==> src/rtl/hermitian_frame_builder.sv <==
// Packs half-frames of complex symbols into Hermitian-symmetric NFFT-point frames via a ping-pong buffer.
// Optional macro HFB_DC_NULL_EN forces bins 0 and NFFT/2 to zero (DC/Nyquist null).
// Handshake: a transfer happens on a rising edge where valid && ready; valid holds its payload until then.
module hermitian_frame_builder #(
    parameter int DW   = 8,
    parameter int NFFT = 128
) (
    input  logic          wrclock,
    input  logic          reset,
    input  logic          in_valid,
    output logic          in_ready,
    input  logic [DW-1:0] in_real,
    input  logic [DW-1:0] in_imag,
    input  logic          in_last,
    output logic          out_valid,
    input  logic          out_ready,
    output logic [DW-1:0] out_real,
    output logic [DW-1:0] out_imag,
    output logic          out_sop,
    output logic          out_eop,
    output logic [15:0]   frames_out
);

    localparam int HALF = NFFT / 2;
    localparam int HW   = $clog2(HALF);
    localparam int KW   = HW + 1;

    typedef enum logic {S_IDLE, S_STREAM} state_t;

    state_t          r_state;
    state_t          w_state_nxt;
    logic [2*DW-1:0] r_mem [0:NFFT-1];
    logic [1:0]      r_full;
    logic [1:0]      w_full_nxt;
    logic [HW:0]     r_fill [0:1];
    logic            r_wr_bank;
    logic            r_rd_bank;
    logic [HW-1:0]   r_wr_idx;
    logic [KW-1:0]   r_k;
    logic            r_in_ready;
    logic [15:0]     r_frames;

    logic            w_wr_fire;
    logic            w_wr_done;
    logic            w_wr_bank_nxt;
    logic            w_rd_fire;
    logic            w_rd_done;
    logic [HW-1:0]   w_idx;
    logic            w_zero;
    logic [2*DW-1:0] w_word;
    logic [DW-1:0]   w_xr;
    logic [DW-1:0]   w_xi;
    logic [DW-1:0]   w_xi_neg;
    logic [DW-1:0]   w_re;
    logic [DW-1:0]   w_im;

    assign w_wr_fire     = in_valid && r_in_ready;
    assign w_wr_done     = w_wr_fire && ((r_wr_idx == HW'(HALF - 1)) || in_last);
    assign w_wr_bank_nxt = w_wr_done ? ~r_wr_bank : r_wr_bank;
    assign w_rd_fire     = out_valid && out_ready;
    assign w_rd_done     = w_rd_fire && (r_k == KW'(NFFT - 1));

    // Write and release always hit different banks, so both updates apply together.
    always_comb begin
        w_full_nxt = r_full;
        if (w_wr_done) w_full_nxt[r_wr_bank] = 1'b1;
        if (w_rd_done) w_full_nxt[r_rd_bank] = 1'b0;
    end

    always_ff @(posedge wrclock) begin
        if (w_wr_fire) r_mem[{r_wr_bank, r_wr_idx}] <= {in_real, in_imag};
    end

    always_ff @(posedge wrclock or negedge reset) begin
        if (!reset) begin
            r_full     <= '0;
            r_wr_bank  <= 1'b0;
            r_rd_bank  <= 1'b0;
            r_wr_idx   <= '0;
            r_k        <= '0;
            r_in_ready <= 1'b0;
            r_frames   <= '0;
            for (int i = 0; i < 2; i++) r_fill[i] <= '0;
        end else begin
            r_full     <= w_full_nxt;
            r_in_ready <= ~w_full_nxt[w_wr_bank_nxt];
            if (w_wr_fire) begin
                if (w_wr_done) begin
                    r_fill[r_wr_bank] <= {1'b0, r_wr_idx} + (HW + 1)'(1);
                    r_wr_bank         <= ~r_wr_bank;
                    r_wr_idx          <= '0;
                end else begin
                    r_wr_idx <= r_wr_idx + HW'(1);
                end
            end
            if (w_rd_fire) r_k <= r_k + KW'(1);
            if (w_rd_done) begin
                r_rd_bank <= ~r_rd_bank;
                r_frames  <= r_frames + 16'd1;
            end
        end
    end

    always_ff @(posedge wrclock or negedge reset) begin
        if (!reset) r_state <= S_IDLE;
        else        r_state <= w_state_nxt;
    end

    // In IDLE nothing is full, so the write bank is the read bank: a closing write starts streaming.
    always_comb begin
        w_state_nxt = r_state;
        case (r_state)
            S_IDLE:   if (r_full[r_rd_bank] || w_wr_done) w_state_nxt = S_STREAM;
            S_STREAM: if (w_rd_done && !w_full_nxt[~r_rd_bank]) w_state_nxt = S_IDLE;
            default:  w_state_nxt = S_IDLE;
        endcase
    end

    // Upper half mirrors: index NFFT-k, which wraps to 0 at k = NFFT/2.
    assign w_idx    = r_k[HW] ? (HW'(0) - r_k[HW-1:0]) : r_k[HW-1:0];
    assign w_zero   = ({1'b0, w_idx} >= r_fill[r_rd_bank]);
    assign w_word   = r_mem[{r_rd_bank, w_idx}];
    assign w_xr     = w_zero ? '0 : w_word[2*DW-1:DW];
    assign w_xi     = w_zero ? '0 : w_word[DW-1:0];
    assign w_xi_neg = (w_xi == {1'b1, {(DW-1){1'b0}}}) ? {1'b0, {(DW-1){1'b1}}} : (DW'(0) - w_xi);

    always_comb begin
        w_re = '0;
        w_im = '0;
        if (r_k == '0) begin
            w_re = w_xr;
        end else if (r_k == KW'(HALF)) begin
            w_re = w_xi;
        end else if (!r_k[HW]) begin
            w_re = w_xr;
            w_im = w_xi;
        end else begin
            w_re = w_xr;
            w_im = w_xi_neg;
        end
`ifdef HFB_DC_NULL_EN
        if (r_k[HW-1:0] == '0) begin
            w_re = '0;
            w_im = '0;
        end
`else
`endif
    end

    assign in_ready   = r_in_ready;
    assign out_valid  = (r_state == S_STREAM);
    assign out_real   = out_valid ? w_re : '0;
    assign out_imag   = out_valid ? w_im : '0;
    assign out_sop    = out_valid && (r_k == '0);
    assign out_eop    = out_valid && (r_k == KW'(NFFT - 1));
    assign frames_out = r_frames;

endmodule

==> config.mk <==
export PLATFORM = sky130hd
export DESIGN_NAME = hermitian_frame_builder
export DESIGN_NICKNAME = d
export VERILOG_FILES = /design/src/rtl/hermitian_frame_builder.sv
export SDC_FILE = /design/constraint.sdc
export NUM_CORES = 2
export LEC_CHECK = 0
export CAP_MARGIN = 40
export CORE_ASPECT_RATIO = 0.8
export CORE_MARGIN = 2
export CORE_UTILIZATION = 46
export CTS_CLUSTER_SIZE = 25
export DETAILED_ROUTE_END_ITERATION = 8
export GPL_TIMING_DRIVEN = 0
export PLACE_DENSITY = 0.72
export SETUP_SLACK_MARGIN = 0.3
export SLEW_MARGIN = 20
export SYNTH_ARGS = -nofsm -noshare
export SYNTH_HDL_FRONTEND = slang
export SYNTH_SLANG_ARGS = --single-unit
==> constraint.sdc <==
create_clock -name wrclock -period 18.5 [get_ports wrclock]
set_clock_uncertainty 0.05 [all_clocks]
set_input_delay 3.7 -clock wrclock [delete_from_list [all_inputs] [get_ports wrclock]]
set_output_delay 3.7 -clock wrclock [all_outputs]
set_load 0.05 [all_outputs]
Word level (Yosys, flattened, before mapping)
Memory sizes are Yosys's and may differ from the RTL's.
Cells that the tools add are included.
{ "op_classes": {"muxes": 36, "eq_ne": 4, "n_reduce_logical": 15, "n_bitwise": 9, "n_lt_le_gt_ge": 10, "n_addsub": 6} }
{ "ops": {"columns": ["op", "n"], "rows": [
  ["$mux 8", 10],
  ["$mux 7", 4],
  ["$add 16x1->16 const B", 1],
  ["$bwmux 14", 1],
  ["$eq 7x7->1 const B", 2],
  ["$mux 1", 13],
  ["$mux 6", 2],
  ["$logic_and 1x1->1", 10],
  ["$eq 8x8->1 const B", 1],
  ["$lt 1x2->1 const B", 4],
  ["$sub 1x8->8 const A", 1],
  ["$add 6x1->7 const B", 1],
  ["$add 7x1->7 const B", 1],
  ["$demux 7 s1", 1],
  ["$ge 6x7->1", 1],
  ["$logic_not 7->1", 1],
  ["$add 6x1->6 const B", 1],
  ["$eq 6x6->1 const B", 1],
  ["$sub 1x6->6 const A", 1],
  ["$ge 2x2->1 const B", 2],
  ["$mux 2", 2],
  ["$not 1->1", 4],
  ["$not 1->2", 2],
  ["$and 2x2->2", 1],
  ["other kinds (9)", 12]
]} }
{ "word_totals": {"reg_bits": 49, "input_bits": 21, "mem_bits_rw": 2048, "out_inout_bits": 36, "mem_count": 1, "word_cells": 91} }
{ "mem_list": {"columns": ["name", "depth", "width", "rd", "rd_clocked_by_memory_dff", "wr", "line", "source"], "rows": [
  ["r_mem", 128, 16, 1, 0, 1, "32", "logic [2*DW-1:0] r_mem [0:NFFT-1];"]
]} }

Longest topological paths before layout
{ "logic_depth": {"depth_word": 14, "depth_mapped": 32, "depth_no_buf": 18} }

Least setup slack after synthesis
Ideal clock, no wire load.
{ "synth_path": {"path_kind": "register to output", "start": "register r_k[0]", "end": "output port out_imag[7]", "stages_incl_launch_ff": 33, "required_ns": 14.750, "setup_slack_ns": 7.527, "t_arrival_ns": 7.223, "cell_sequence": "dfrtp_1 > buf_2 > buf_2 > inv_2 > buf_1 > clkbuf_1 > ha_1 > mux2i_1 > inv_2 > buf_4 > buf_6 > buf_6 > buf_6 > buf_2 > buf_2 > clkbuf_1 > clkbuf_1 > clkbuf_1 > ha_1 > a21o_1 > a21o_1 > a21o_1 > a21o_1 > a21oi_1 > a211o_1 > clkbuf_1 > nand2_1 > ha_1 > nand2_1 > or4_1 > buf_2 > or4b_1 > a31oi_1"} }
{ "synth_via": {"elab_chain_len": 10, "elab_cells_between_ends": 14, "classes_between": "add/sub: 2; order compare: 1; eq/ne: 2; mux: 7; reduce/logical: 1; memory: 1"} }
{ "synth_rtl": {"columns": ["item", "line", "source"], "rows": [
  ["from (decl)", "39", "logic [KW-1:0] r_k;"],
  ["from (signal assigned)", "96", "if (w_rd_fire) r_k <= r_k + KW'(1);"],
  ["$sub 1x6->6", "120", "assign w_idx = r_k[HW] ? (HW'(0) - r_k[HW-1:0]) : r_k[HW-1:0];"],
  ["$mux 6", "120", null],
  ["$mem_v2 128x16 or $ge 6x7->1 (tied branches)", null, null],
  ["$mux 8", "124", "assign w_xi = w_zero ? '0 : w_word[DW-1:0];"],
  ["$sub 1x8->8 or $eq 8x8->1 (tied branches)", "125", "assign w_xi_neg = (w_xi == {1'b1, {(DW-1){1'b0}}}) ? {1'b0, {(DW-1){1'b1}}} : (DW'(0) - w_xi);"],
  ["$mux 8", "125", null],
  ["$mux 8", "134", "end else if (!r_k[HW]) begin"],
  ["$mux 8", "132", "end else if (r_k == KW'(HALF)) begin"],
  ["$mux 8 (*)", "130", "if (r_k == '0) begin"],
  ["$mux 8 (*)", "153", "assign out_imag = out_valid ? w_im : '0;"],
  ["to (decl)", "18", "output logic [DW-1:0] out_imag,"]
]} }
Every way passes the cells marked *; elsewhere a longest branch is shown, timed or not.

Worst setup path in the final report
Ends and elaborated chain as after synthesis.

==> flow_summary.yaml <==
die:
  die_h_um: 383.0
  die-area_mm2: 0.1830
  std_cell_rows: 139
  core_mm2: 0.1790
  pin_count: 57
  die_w_um: 477.8
  initial_core_util: 0.4616
setup_path:
  crit_path_start_kind: "register"
  r2r_cells: 12
  cp_slowest_cell: "clkdlybuf4s50_1"
  crit_top_cell: "buf_2"
  reg2reg_slack_ns: 13.06
  end_kind: "primary output"
  worstReg2RegStart: "r_k[0]"
  cp-startpoint: "r_k[0]"
  critical_path_required_ns: 14.75
  reg2reg_to: "r_k[5]"
  path_buf_inv: 19
  crit_path_max_incr_delay_ns: 0.93
  cp.depth: 34
  crit_arrival_ns: 13.39
  cp_top_family: "buffers and inverters"
  worst-setup-path-type: "register to primary output"
  crit_fanout: 11
clock_network:
  htreeDepth: 4
  clk_path_buf_depth: 3
  cts_buffers: 191
  post-cts-setup-buffers: 0
  hold_buffers: 0
  cts_resized: 0
  clock_latency_ns: 0.84
  clock_sinks: 2097
  clkTransAtPathRegs_ns: 0.06
  cts_root_buf: "clkbuf_16"
  cts_tree: "built"
yosys:
  synth_compound_area_frac: 0.02937
  synthMuxAreaShare: 0.1372
  synthSimpleGateAreaFrac: 0.05316
  ys_async_sr_fraction: 0.02337
  synthFlopType: "edfxtp_1"
  synth.distinct_cells: 76
  syn_avg_cell_area_um2: 19.15
  synth_warnings: 0
  yosysSeqAreaShare: 0.7593
  syn-num-nets: 4348
  synth_xor_area_frac: 0.003908
  ys_seq_elements: 2097
  synth-edff-count: 2048
  synth_adder_area_share: 0.001969
  synthesis.area_mm2: 0.08261
  synthCells: 4314
  synth_top_family_by_area: "multiplexers"
sta:
  period_needed_ns: 17.14
  rsz0062_at_grt: "false"
  maxSlewViolCount: 0
  tns_ns: 0
  period_share: 0.9265
  setup_viol: 0
  fmax_mhz: 58.34
  slew_headroom: 0.2887
  worst_slew_pin_slew_ns: 1.060
  hold_viol_final: 0
layout:
  drive_above_1_share: 0.2572
  area_growth_pct: 17.10
  fill_cells: 13480
  final_util: 0.5405
  finish.instance_area_mm2: 0.09674
  nNetsFinal: 4777
routing:
  vias: 48850
  ant_nets: 0
  wl_per_cell_um: 39.52
  viasPerCell: 6.687
  firstDrtPassIters: 8
  wl_um: 288700
  post-route-drc-count: 0
  drt_iter0_markers: 9846
global_routing:
  busiest_layer: "met1"
  antenna_found_initial: 13
  track_usage: 0.3129
  grt_pass1_vias: 45810
  globalRouteMet2Util: 0.4165
  use_met3: 0.1342
  grt_pass1_wl_um: 385500
  grt_max_degree: 105
  grtUsageMet1: 0.4440
  grt.overflow.total: 0
min_path:
  hp-start: "frames_out[15]"
  min_path_cells: 1
  hold_class: "register to register"
  holdPathEnd: "frames_out[15]"
power:
  cellPowerDensity_mw_per_mm2: 165.7
  peakVddDrop_mv: 0.1371
  p_leak_uw: 0.03092
  p_total_uw: 16030
place:
  place_area_mm2: 0.09025
  dp_hpwl_um: 198700
  gp_congestion: 1.104
  portBuffers: 56
job:
  drv_cap: 0
status:
  status: "finished clean"
## how the worst max path moves through the flow
| stage | to | slack, ns |
|---|---|---|
| after global placement | out_imag[7] | 1.16 |
| after CTS | out_imag[7] | 1.70 |
| final | out_imag[7] | 1.36 |
| after detailed placement | out_imag[7] | 2.67 |
| after global routing | out_imag[7] | 1.17 |
| after floorplan | out_imag[7] | 7.53 |
## metal layers
layer	up-vias	share of wire
met5	-	0.00029
met4	12	0.054
met3	661	0.17
met1	25410	0.37
met2	4360	0.40
li1	18410	-
## per-stage QoR
stage                     setup slack [ns]  std cells  hold WS (ns)
final                                1.360       7306        0.4369
after global routing                 1.169       7296        0.4599
after floorplan                      7.527       4314        0.4226
after CTS                            1.700       7280        0.4443
after global placement               1.157       6767        0.4133
after detailed placement             2.665       6932        0.4358
## flip-flops by register name, summed over array words and instances (netlist names)
register,count
frames_out,16
in_ready,1
out_valid,1
r_fill,14
r_full,2
r_k,7
r_mem,2048
r_rd_bank,1
r_wr_bank,1
r_wr_idx,6
## cells in the final DEF, fill, tap and decap left out, drive strengths merged, types with 7 or more instances in the layout
cell type      netlist  routed
a211oi               7       7
a21o                 7       7
a21oi               66      66
a22o                 7       7
a22oi               55      55
a311oi              46      46
a31oi               23      23
a32oi                9       9
and2                 7       7
and3                50      50
buf                151     347
bufinv               0      23
clkbuf             103     331
clkdlybuf4s50        0      39
clkinv               0      88
dfrtp               49      49
diode                0      11
edfxtp            2048    2048
ha                  13      13
inv                 16      22
mux2                12      12
mux2i               86      86
mux4               459     459
nand2              455     455
nand2b               9       9
nand3              183     183
nand4               27      27
nor2               206     206
nor2b                7       7
nor3                33      33
o211ai              17      17
o21ai               41      41
o22ai               10      10
or2                  8       8
xnor2               22      22
xor2                11      11
## cell type report
cell class                 instances  area [um2]  area share
sequential                      2097       62730      0.6484
inverter                          16       62.56   0.0006467
antenna                           11       27.53   0.0002846
clock inverter                   120        1256     0.01299
multi-input combinational       1947       19590      0.2025
timing repair buffer             236        3786     0.03914
buffer                           254        1240     0.01282
clock buffer                     228        5046     0.05216
tap                             2397        2999     0.03100
## cell families after synthesis
logic type	count (synthesis)
buffers and inverters	270
AO/OA/AOI/OAI	341
adder cells (fa/ha/maj)	13
multiplexers	557
flip-flops	2097
XOR/XNOR	33
AND/OR/NAND/NOR	1003
## Yosys cell counts (8+ instances only)
library cell / number / area, um2
mux2_2: 12 / 135.1
nand2b_1: 8 / 50.05
nand3_1: 183 / 915.9
a22oi_1: 55 / 412.9
mux2i_1: 86 / 860.8
mux4_2: 459 / 10340
dfrtp_1: 49 / 1226
edfxtp_1: 2048 / 61500
a32oi_1: 9 / 78.83
xor2_1: 9 / 78.83
o21ai_0: 40 / 200.2
nor2_1: 205 / 769.5
buf_1: 27 / 101.4
a311oi_1: 46 / 402.9
buf_2: 103 / 515.5
or2_2: 8 / 50.05
nor3_1: 33 / 165.2
o22ai_1: 10 / 62.56
ha_1: 13 / 162.7
xnor2_1: 21 / 183.9
nand4_1: 27 / 168.9
a21oi_1: 66 / 330.3
nand2_1: 455 / 1708
o211ai_1: 17 / 127.6
inv_1: 10 / 37.54
and3_1: 50 / 312.8
a31oi_1: 23 / 143.9
clkbuf_1: 103 / 386.6
buf_4: 14 / 105.1
## power breakdown
group / total [uW] / switching [uW] / internal, uW / leakage, uW
Sequential: 5280 / 26.5 / 5250 / 0.0190
Combinational: 6700 / 4620 / 2070 / 0.00882
Clock: 4050 / 1790 / 2270 / 0.00308
Total: 16000 / 6440 / 9590 / 0.0309
(Power assumes the default switching activity.)
